==> config.mk <==
export PLATFORM = sky130hd
export DESIGN_NAME = sync_generator
export DESIGN_NICKNAME = d
export VERILOG_FILES = /design/src/rtl/sync_generator.sv
export SDC_FILE = /design/constraint.sdc
export NUM_CORES = 1
export LEC_CHECK = 0
export ABC_CLOCK_PERIOD_IN_PS = 2700
export BUFFER_PORTS_ARGS = -buffer_cell sky130_fd_sc_hd__buf_2
export CELL_PAD_IN_SITES_DETAIL_PLACEMENT = 1
export CELL_PAD_IN_SITES_GLOBAL_PLACEMENT = 1
export CORE_MARGIN = 2
export CORE_UTILIZATION = 43
export CTS_CLUSTER_DIAMETER = 50
export DETAILED_ROUTE_END_ITERATION = 16
export PLACE_DENSITY = 0.86
export REMOVE_ABC_BUFFERS = 1
export SLEW_MARGIN = 20
export SYNTH_ARGS = -nofsm -noshare
export SYNTH_HDL_FRONTEND = slang
export SYNTH_SLANG_ARGS = --single-unit
==> constraint.sdc <==
create_clock -name clk_i -period 2.7 [get_ports clk_i]
set_input_delay 0.54 -clock clk_i [delete_from_list [all_inputs] [get_ports clk_i]]
set_output_delay 0.54 -clock clk_i [all_outputs]
set_load 0.005 [all_outputs]
==> src/rtl/sync_generator.sv <==
// Raster timing master: hsync/vsync/de/sof plus (x, y, frame) from programmable timing.
// Run/stop requests are honoured only at frame boundaries, so no partial frame is emitted.
module sync_generator #(
    parameter int unsigned LOC_SIZE = 12,
    parameter int unsigned H_ACTIVE = 640,
    parameter int unsigned H_FP     = 16,
    parameter int unsigned H_SYNC   = 96,
    parameter int unsigned H_BP     = 48,
    parameter int unsigned V_ACTIVE = 480,
    parameter int unsigned V_FP     = 10,
    parameter int unsigned V_SYNC   = 2,
    parameter int unsigned V_BP     = 33
) (
    input  logic                clk_i,
    input  logic                reset_i,
    input  logic                en_i,
    input  logic                run_i,
    output logic                hsync_o,
    output logic                vsync_o,
    output logic                de_o,
    output logic                sof_o,
    output logic [LOC_SIZE-1:0] x_o,
    output logic [LOC_SIZE-1:0] y_o,
    output logic [LOC_SIZE-1:0] frame_o,
    output logic                busy_o
);

    localparam int unsigned H_TOTAL = H_ACTIVE + H_FP + H_SYNC + H_BP;
    localparam int unsigned V_TOTAL = V_ACTIVE + V_FP + V_SYNC + V_BP;

    // All thresholds are below the totals, so they fit in LOC_SIZE bits.
    localparam logic [LOC_SIZE-1:0] HLast      = LOC_SIZE'(H_TOTAL - 1);
    localparam logic [LOC_SIZE-1:0] VLast      = LOC_SIZE'(V_TOTAL - 1);
    localparam logic [LOC_SIZE-1:0] HActEnd    = LOC_SIZE'(H_ACTIVE);
    localparam logic [LOC_SIZE-1:0] VActEnd    = LOC_SIZE'(V_ACTIVE);
    localparam logic [LOC_SIZE-1:0] HSyncStart = LOC_SIZE'(H_ACTIVE + H_FP);
    localparam logic [LOC_SIZE-1:0] HSyncEnd   = LOC_SIZE'(H_ACTIVE + H_FP + H_SYNC);
    localparam logic [LOC_SIZE-1:0] VSyncStart = LOC_SIZE'(V_ACTIVE + V_FP);
    localparam logic [LOC_SIZE-1:0] VSyncEnd   = LOC_SIZE'(V_ACTIVE + V_FP + V_SYNC);
    localparam logic [LOC_SIZE-1:0] One        = LOC_SIZE'(1);
    localparam logic [LOC_SIZE-1:0] Zero       = '0;

    typedef enum logic [1:0] {
        StIdle,
        StRun,
        StDrain
    } state_e;

    state_e              state_q, state_d;
    logic [LOC_SIZE-1:0] h_q, h_d;
    logic [LOC_SIZE-1:0] v_q, v_d;
    logic [LOC_SIZE-1:0] frame_q, frame_d;
    logic                hsync_q, hsync_d;
    logic                vsync_q, vsync_d;
    logic                de_q, de_d;
    logic                sof_q, sof_d;
    logic                active_d;

    logic                h_last;
    logic                v_last;
    logic                frame_end;
    logic [LOC_SIZE-1:0] h_inc;
    logic [LOC_SIZE-1:0] v_inc;

    always_comb begin
        h_last    = (h_q == HLast);
        v_last    = (v_q == VLast);
        frame_end = h_last && v_last;
        h_inc     = h_last ? Zero : h_q + One;
        if (h_last) begin
            v_inc = v_last ? Zero : v_q + One;
        end else begin
            v_inc = v_q;
        end
    end

    // Next state and next position; the stream only ever stops on the frame-end edge.
    always_comb begin
        state_d  = state_q;
        h_d      = h_q;
        v_d      = v_q;
        frame_d  = frame_q;
        active_d = 1'b1;
        unique case (state_q)
            StIdle: begin
                h_d = Zero;
                v_d = Zero;
                if (run_i) begin
                    state_d = StRun;
                end else begin
                    active_d = 1'b0;
                end
            end
            StRun: begin
                h_d = h_inc;
                v_d = v_inc;
                if (frame_end) begin
                    frame_d = frame_q + One;
                end else if (!run_i) begin
                    state_d = StDrain;
                end
            end
            StDrain: begin
                h_d = h_inc;
                v_d = v_inc;
                if (frame_end) begin
                    frame_d  = frame_q + One;
                    state_d  = StIdle;
                    active_d = 1'b0;
                end else if (run_i) begin
                    state_d = StRun;
                end
            end
            default: begin
                state_d  = StIdle;
                h_d      = Zero;
                v_d      = Zero;
                active_d = 1'b0;
            end
        endcase
    end

    // Decode the upcoming position so outputs are valid during the position they describe.
    always_comb begin
        de_d    = active_d && (h_d < HActEnd) && (v_d < VActEnd);
        hsync_d = active_d && (h_d >= HSyncStart) && (h_d < HSyncEnd);
        vsync_d = active_d && (v_d >= VSyncStart) && (v_d < VSyncEnd);
        sof_d   = active_d && (h_d == Zero) && (v_d == Zero);
    end

    always_ff @(posedge clk_i or posedge reset_i) begin
        if (reset_i) begin
            state_q <= StIdle;
            h_q     <= '0;
            v_q     <= '0;
            frame_q <= '0;
            hsync_q <= 1'b0;
            vsync_q <= 1'b0;
            de_q    <= 1'b0;
            sof_q   <= 1'b0;
        end else if (en_i) begin
            state_q <= state_d;
            h_q     <= h_d;
            v_q     <= v_d;
            frame_q <= frame_d;
            hsync_q <= hsync_d;
            vsync_q <= vsync_d;
            de_q    <= de_d;
            sof_q   <= sof_d;
        end
    end

    assign hsync_o = hsync_q;
    assign vsync_o = vsync_q;
    assign de_o    = de_q;
    assign sof_o   = sof_q;
    assign x_o     = h_q;
    assign y_o     = v_q;
    assign frame_o = frame_q;
    assign busy_o  = (state_q != StIdle);

endmodule
## Yosys cells after proc, flatten, opt, wreduce, memory -nomap -nowiden

Cells that the tools add are included.

- Flip-flop bits (word level): 42
- Input port bits: 4
- Word-level logic and storage cells: 52

- $add $sub $neg: 3
- $lt $le $gt $ge: 6
- Eq/ne operators: 6
- Multiplexer cells: 13
- Reductions and logical operators: 16

Operators with widths:

| cell | count |
|---|---|
| 12-bit two-way mux | 5 |
| 12-bit by 1-bit adder with 12-bit output (second input constant) | 3 |
| 12-bit by 10-bit equality test with 1-bit output (second input constant) | 2 |
| 12-bit logical NOT | 2 |
| 12-bit by 10-bit less-than comparator with 1-bit output (second input constant) | 2 |
| 12-bit by 9-bit less-than comparator with 1-bit output (second input constant) | 2 |
| 12-bit by 10-bit greater-or-equal comparator with 1-bit output (second input constant) | 1 |
| 12-bit by 9-bit greater-or-equal comparator with 1-bit output (second input constant) | 1 |
| 1-bit logical AND | 9 |
| 2-bit two-way mux | 4 |
| 2-bit case mux with 3 select lines | 1 |
| 3-bit AND reduction | 2 |
| 2-bit inequality test (second input constant) | 2 |
| 1-bit case mux with 3 select lines | 1 |
| 2-bit by 1-bit equality test with 1-bit output (second input constant) | 1 |
| 2-bit equality test (second input constant) | 1 |
| 2-bit logical NOT | 1 |
| 1-bit two-way mux | 2 |
| 2-bit nonzero test | 1 |
| 2-bit OR reduction | 1 |

## Depth between registers and ports, before layout

- Depth in word-level cells: 7
- Mapped depth: 11
- Depth with buffers taken out: 9

## Least setup slack after synthesis

Ideal clock, no wire load.

- Kind: flip-flop to flip-flop
- Start point: register h_q[0], in the netlist x_o[0]
- End point: register de_q, in the netlist de_o
- Data arrival time: 2.354 ns
- Setup slack: 0.251 ns
- Cell stages (with the launch flop): 10
- Path buffers: 1
- Period minus slack after synthesis: 2.449 ns
- Cells stage by stage: dfrtp_1 > ha_1 > buf_2 > nand4_4 > or3_4 > o21ai_0 > o21ai_1 > a2111oi_4 > o31ai_1 > o32ai_2

- Longest elaborated chain between the ends: 6

RTL lines:

| what | line | source |
|---|---|---|
| start, declared | 50 | `logic [LOC_SIZE-1:0] h_q, h_d;` |
| start signal, assigned | 134 | `h_q <= '0;` |
| start signal, assigned | 143 | `h_q <= h_d;` |
| 12-bit by 1-bit adder with 12-bit output or 12-bit by 10-bit equality test with 1-bit output (tied branches) | 69, 66 |  |
| 12-bit two-way mux or 1-bit logical AND (tied branches) | 69, 68 |  |
| 12-bit two-way mux or 1-bit two-way mux (tied branches) | 84, 106 |  |
| 12-bit by 10-bit less-than comparator with 1-bit output or 1-bit case mux with 3 select lines (tied branches) | 125, 84 |  |
| 1-bit logical AND | 125 | `de_d = active_d && (h_d < HActEnd) && (v_d < VActEnd);` |
| 1-bit logical AND (*) | 125 |  |
| end signal, assigned | 139 | `de_q <= 1'b0;` |
| end signal, assigned | 148 | `de_q <= de_d;` |
| end, declared | 55 | `logic de_q, de_d;` |

Mark *: on every way between the ends. The rest lies on a longest branch, timed or not.
A chain may end at the register's enable or synchronous reset.

## Worst setup path in the final report

- Start point: register h_q[11], in the netlist x_o[11]
- End point: register vsync_q, in the netlist vsync_o

- Longest elaborated chain between the ends: 6

RTL lines:

| what | line | source |
|---|---|---|
| 12-bit by 10-bit equality test with 1-bit output (*) | 66 | `h_last = (h_q == HLast);` |
| 12-bit two-way mux or 1-bit logical AND (tied branches) | 70, 68 |  |
| 12-bit two-way mux or 1-bit two-way mux (tied branches) | 84, 106 |  |
| 12-bit by 9-bit greater-or-equal comparator with 1-bit output or 1-bit case mux with 3 select lines (tied branches) | 127, 84 |  |
| 1-bit logical AND | 127 | `vsync_d = active_d && (v_d >= VSyncStart) && (v_d < VSyncEnd);` |
| 1-bit logical AND (*) | 127 |  |
| end signal, assigned | 147 | `vsync_q <= vsync_d;` |
| end, declared | 54 | `logic vsync_q, vsync_d;` |

Marked as above.

==> flow_summary.toml <==
[power_and_ir_drop]
vdd_drop_max_mv = 0.5303
power_density_nw_per_um2 = 640.7
p_comb_share_pct = 39.0
power.leakage_nw = 1.596
p_sw_share_pct = 37.36
p_total_mw = 2.177
power_switching_uw = 813.4
pwr-share-clk_pct = 28.2
seqPwrFrac_pct = 32.8
p_int_mw = 1.364

[clock_network]
tritoncts = "done"
clock_sinks = 42
root_buffer = "clkbuf_8"
clock_path_buffers = 2
clk_pin_slew_ps = 90
clk_latency_ps = 300
numCtsBuffers = 5
htree_levels = 2

[critical_path]
worstPathCellList = "or3_1 > nor4_4 > nand3_1 > mux2i_1 > o311ai_1 > and2_1 > a41o_1"
crit_arrival_ps = 2810
r2r_slack_ps = 80
cp.buffers_inverters = 0
cp.required_ps = 2890
slowest_delay_ps = 470
crit_type = "flip-flop to flip-flop"
cpMaxStageDelayCell = "dfrtp_1"
worstSetupEndpointType = "flip-flop"
crit_fanout = 8
cp-start-kind = "flip-flop"
critPathTopFamily = "simple AND/OR/NAND/NOR gates"

[route]
vias_per_cell = 6.060
ant_nets = 0
wl_um = 8645
vias = 2739
drc = 0
routedWlPerCell_um = 19.13
drt_iter0_drc = 166
firstDrtPassIters = 4

[floorplanning]
design.core.area_um2 = 6314
io_pins = 45
fp-row-count = 29
die_h_um = 84.46
start_util_pct = 44.09
die_w_um = 84.46
die-area_um2 = 7133

[synth]
synth_cells = 309
synth_area_per_cell_um2 = 9.009
yosysUniqueCellTypes = 56
yosysSeqAreaShare_pct = 37.75
synthFlopType = "dfrtp_1"
synth-edff-count = 0
yosys_register_bits = 42
async_flop_share_pct = 100.0
synth_warnings = 0
syn-cell-area_um2 = 2784

[grt]
grt_pass1_vias = 2864
grt_overflow_total = 0
grt_pass1_wl_um = 14430
grt_use_total_pct = 25.13
antenna_found_initial = 0
grt_max_degree = 43

[placement]
dpl.hpwl_um = 6257
place_area_um2 = 3231
globalplace.congestion = 0.8383
dp_slack_ps = 86.32
port_buffers = 44

[layout]
antenna_cells = 0
final_cell_area_um2 = 3398
areaGrowthSynthToFinish_pct = 22.07
post-route-util_pct = 53.82
final_nets = 386
drive_gt1_share_pct = 27.73

[sta]
fin_skew_ps = 9.476
max-slew-margin-rel_pct = 62.92
drv_slew = 0
hold_violations = 0
final.period_utilization_pct = 96.98
fmax_mhz = 381.9
period_minus_slack_ps = 2618
tns_ps = 0
rsz0062_at_grt = "false"
worst_slack_ps = 81.58
tightest_slew_ps = 556.3
finalSetupViolCount = 0

[min_path]
hold_path.class = "primary input to async pin"

[run_status]
outcome = "completed"

[flow_run]
drv_cap = 0
## cell usage after synthesis (8+ instances only)
cell | n | area, um2
nand4_1 | 10 | 62.56
nand3_1 | 17 | 85.08
xnor2_1 | 12 | 105.1
mux2_2 | 8 | 90.09
ha_1 | 8 | 100.1
nor2_1 | 17 | 63.81
nand2_1 | 37 | 138.9
o21ai_0 | 30 | 150.1
dfrtp_1 | 42 | 1051
a21oi_1 | 9 | 45.04
nor3_1 | 11 | 55.05
o31ai_1 | 9 | 67.56
inv_1 | 11 | 41.29
xor2_1 | 9 | 78.83
## worst register-to-register path: stages (launching register included)
cell	delay, ps
dfrtp_1	470
or3_1	460
nor4_4	450
nand3_1	240
mux2i_1	240
o311ai_1	190
and2_1	230
a41o_1	220
## metrics by stage
stage / std cells / hold slack, ps
floorplan: 296 / 468.4
global placement: 442 / 457.3
detailed placement: 442 / 461.0
CTS: 450 / 381.5
global route: 452 / 417.0
finish: 452 / 358.3
## area by class of cell
type	instances	area, um2
clock inverter	3	68.82
inverter	11	41.29
sequential	42	1051
clock buffer	5	68.82
timing repair buffer	71	422.9
fill	780	2915
multi-input combinational	243	1649
tap	77	96.34
## cell families after synthesis
logic type	after synthesis	synth area share, %
fa+ha+maj	8	3.596
xor+xnor	21	6.607
buf+inv	24	3.550
mux	11	4.315
flops	42	37.75
simple gates	132	26.38
compound gates	71	17.80
## worst paths after layout
path,startpoint,endpoint,cells after the start
max in group asynchronous,reset_i,y_o[1],3
hold reg to reg,frame_o[11],frame_o[11],1
setup reg to reg,x_o[11],vsync_o,7
setup / recovery,x_o[11],vsync_o,7
hold / removal,reset_i,x_o[9],3
min in group clk_i,frame_o[11],frame_o[11],1
## routing by layer
metal / GRT usage, % / share of wire, % / vias up
met2: 42.21 / 48 / 88
met5: 0 / 0 / -
met4: 8.369 / 2.3 / 0
li1: - / - / 1265
met1: 32.57 / 44 / 1367
met3: 5.015 / 5.4 / 19
## state kept, by name (all words and copies together) (netlist names)
signal / count
hsync_o: 1
vsync_o: 1
state_q: 2
x_o: 12
y_o: 12
frame_o: 12
de_o: 1
sof_o: 1
## power by group through the flow
stage               Combinational (mW)  Sequential [mW]  Clock, mW
global route                     0.940            0.718      0.653
CTS                              0.839            0.712      0.620
finish                           0.849            0.714      0.615
global placement                 0.806            0.722          0
floorplan                        0.494            0.734          0
detailed placement               0.828            0.723          0
## cells in the final DEF, fill, tap and decap left out, types with 3 or more instances in the layout
| cell | instances |
|---|---|
| mux2_2 | 8 |
| or3_1 | 5 |
| inv_1 | 10 |
| o31ai_1 | 9 |
| a21oi_1 | 9 |
| ha_1 | 7 |
| buf_4 | 27 |
| o41ai_1 | 4 |
| nand3_1 | 17 |
| nand4_1 | 10 |
| a31oi_1 | 3 |
| buf_2 | 44 |
| mux2i_1 | 3 |
| dfrtp_1 | 42 |
| o21ai_0 | 30 |
| and3_1 | 7 |
| nor3_1 | 10 |
| and2_1 | 5 |
| clkbuf_8 | 5 |
| xnor2_1 | 12 |
| nor2_1 | 17 |
| xor2_1 | 9 |
| nand2_1 | 37 |
## timing repair
item                       in CTS  in global routing
pin swaps                       0                  1
hold buffers                    0                  0
gates resized for setup         1                  4
setup endpoints to repair       1                  6
setup buffers                   0                  2
Power figures use the tool's default switching activity.
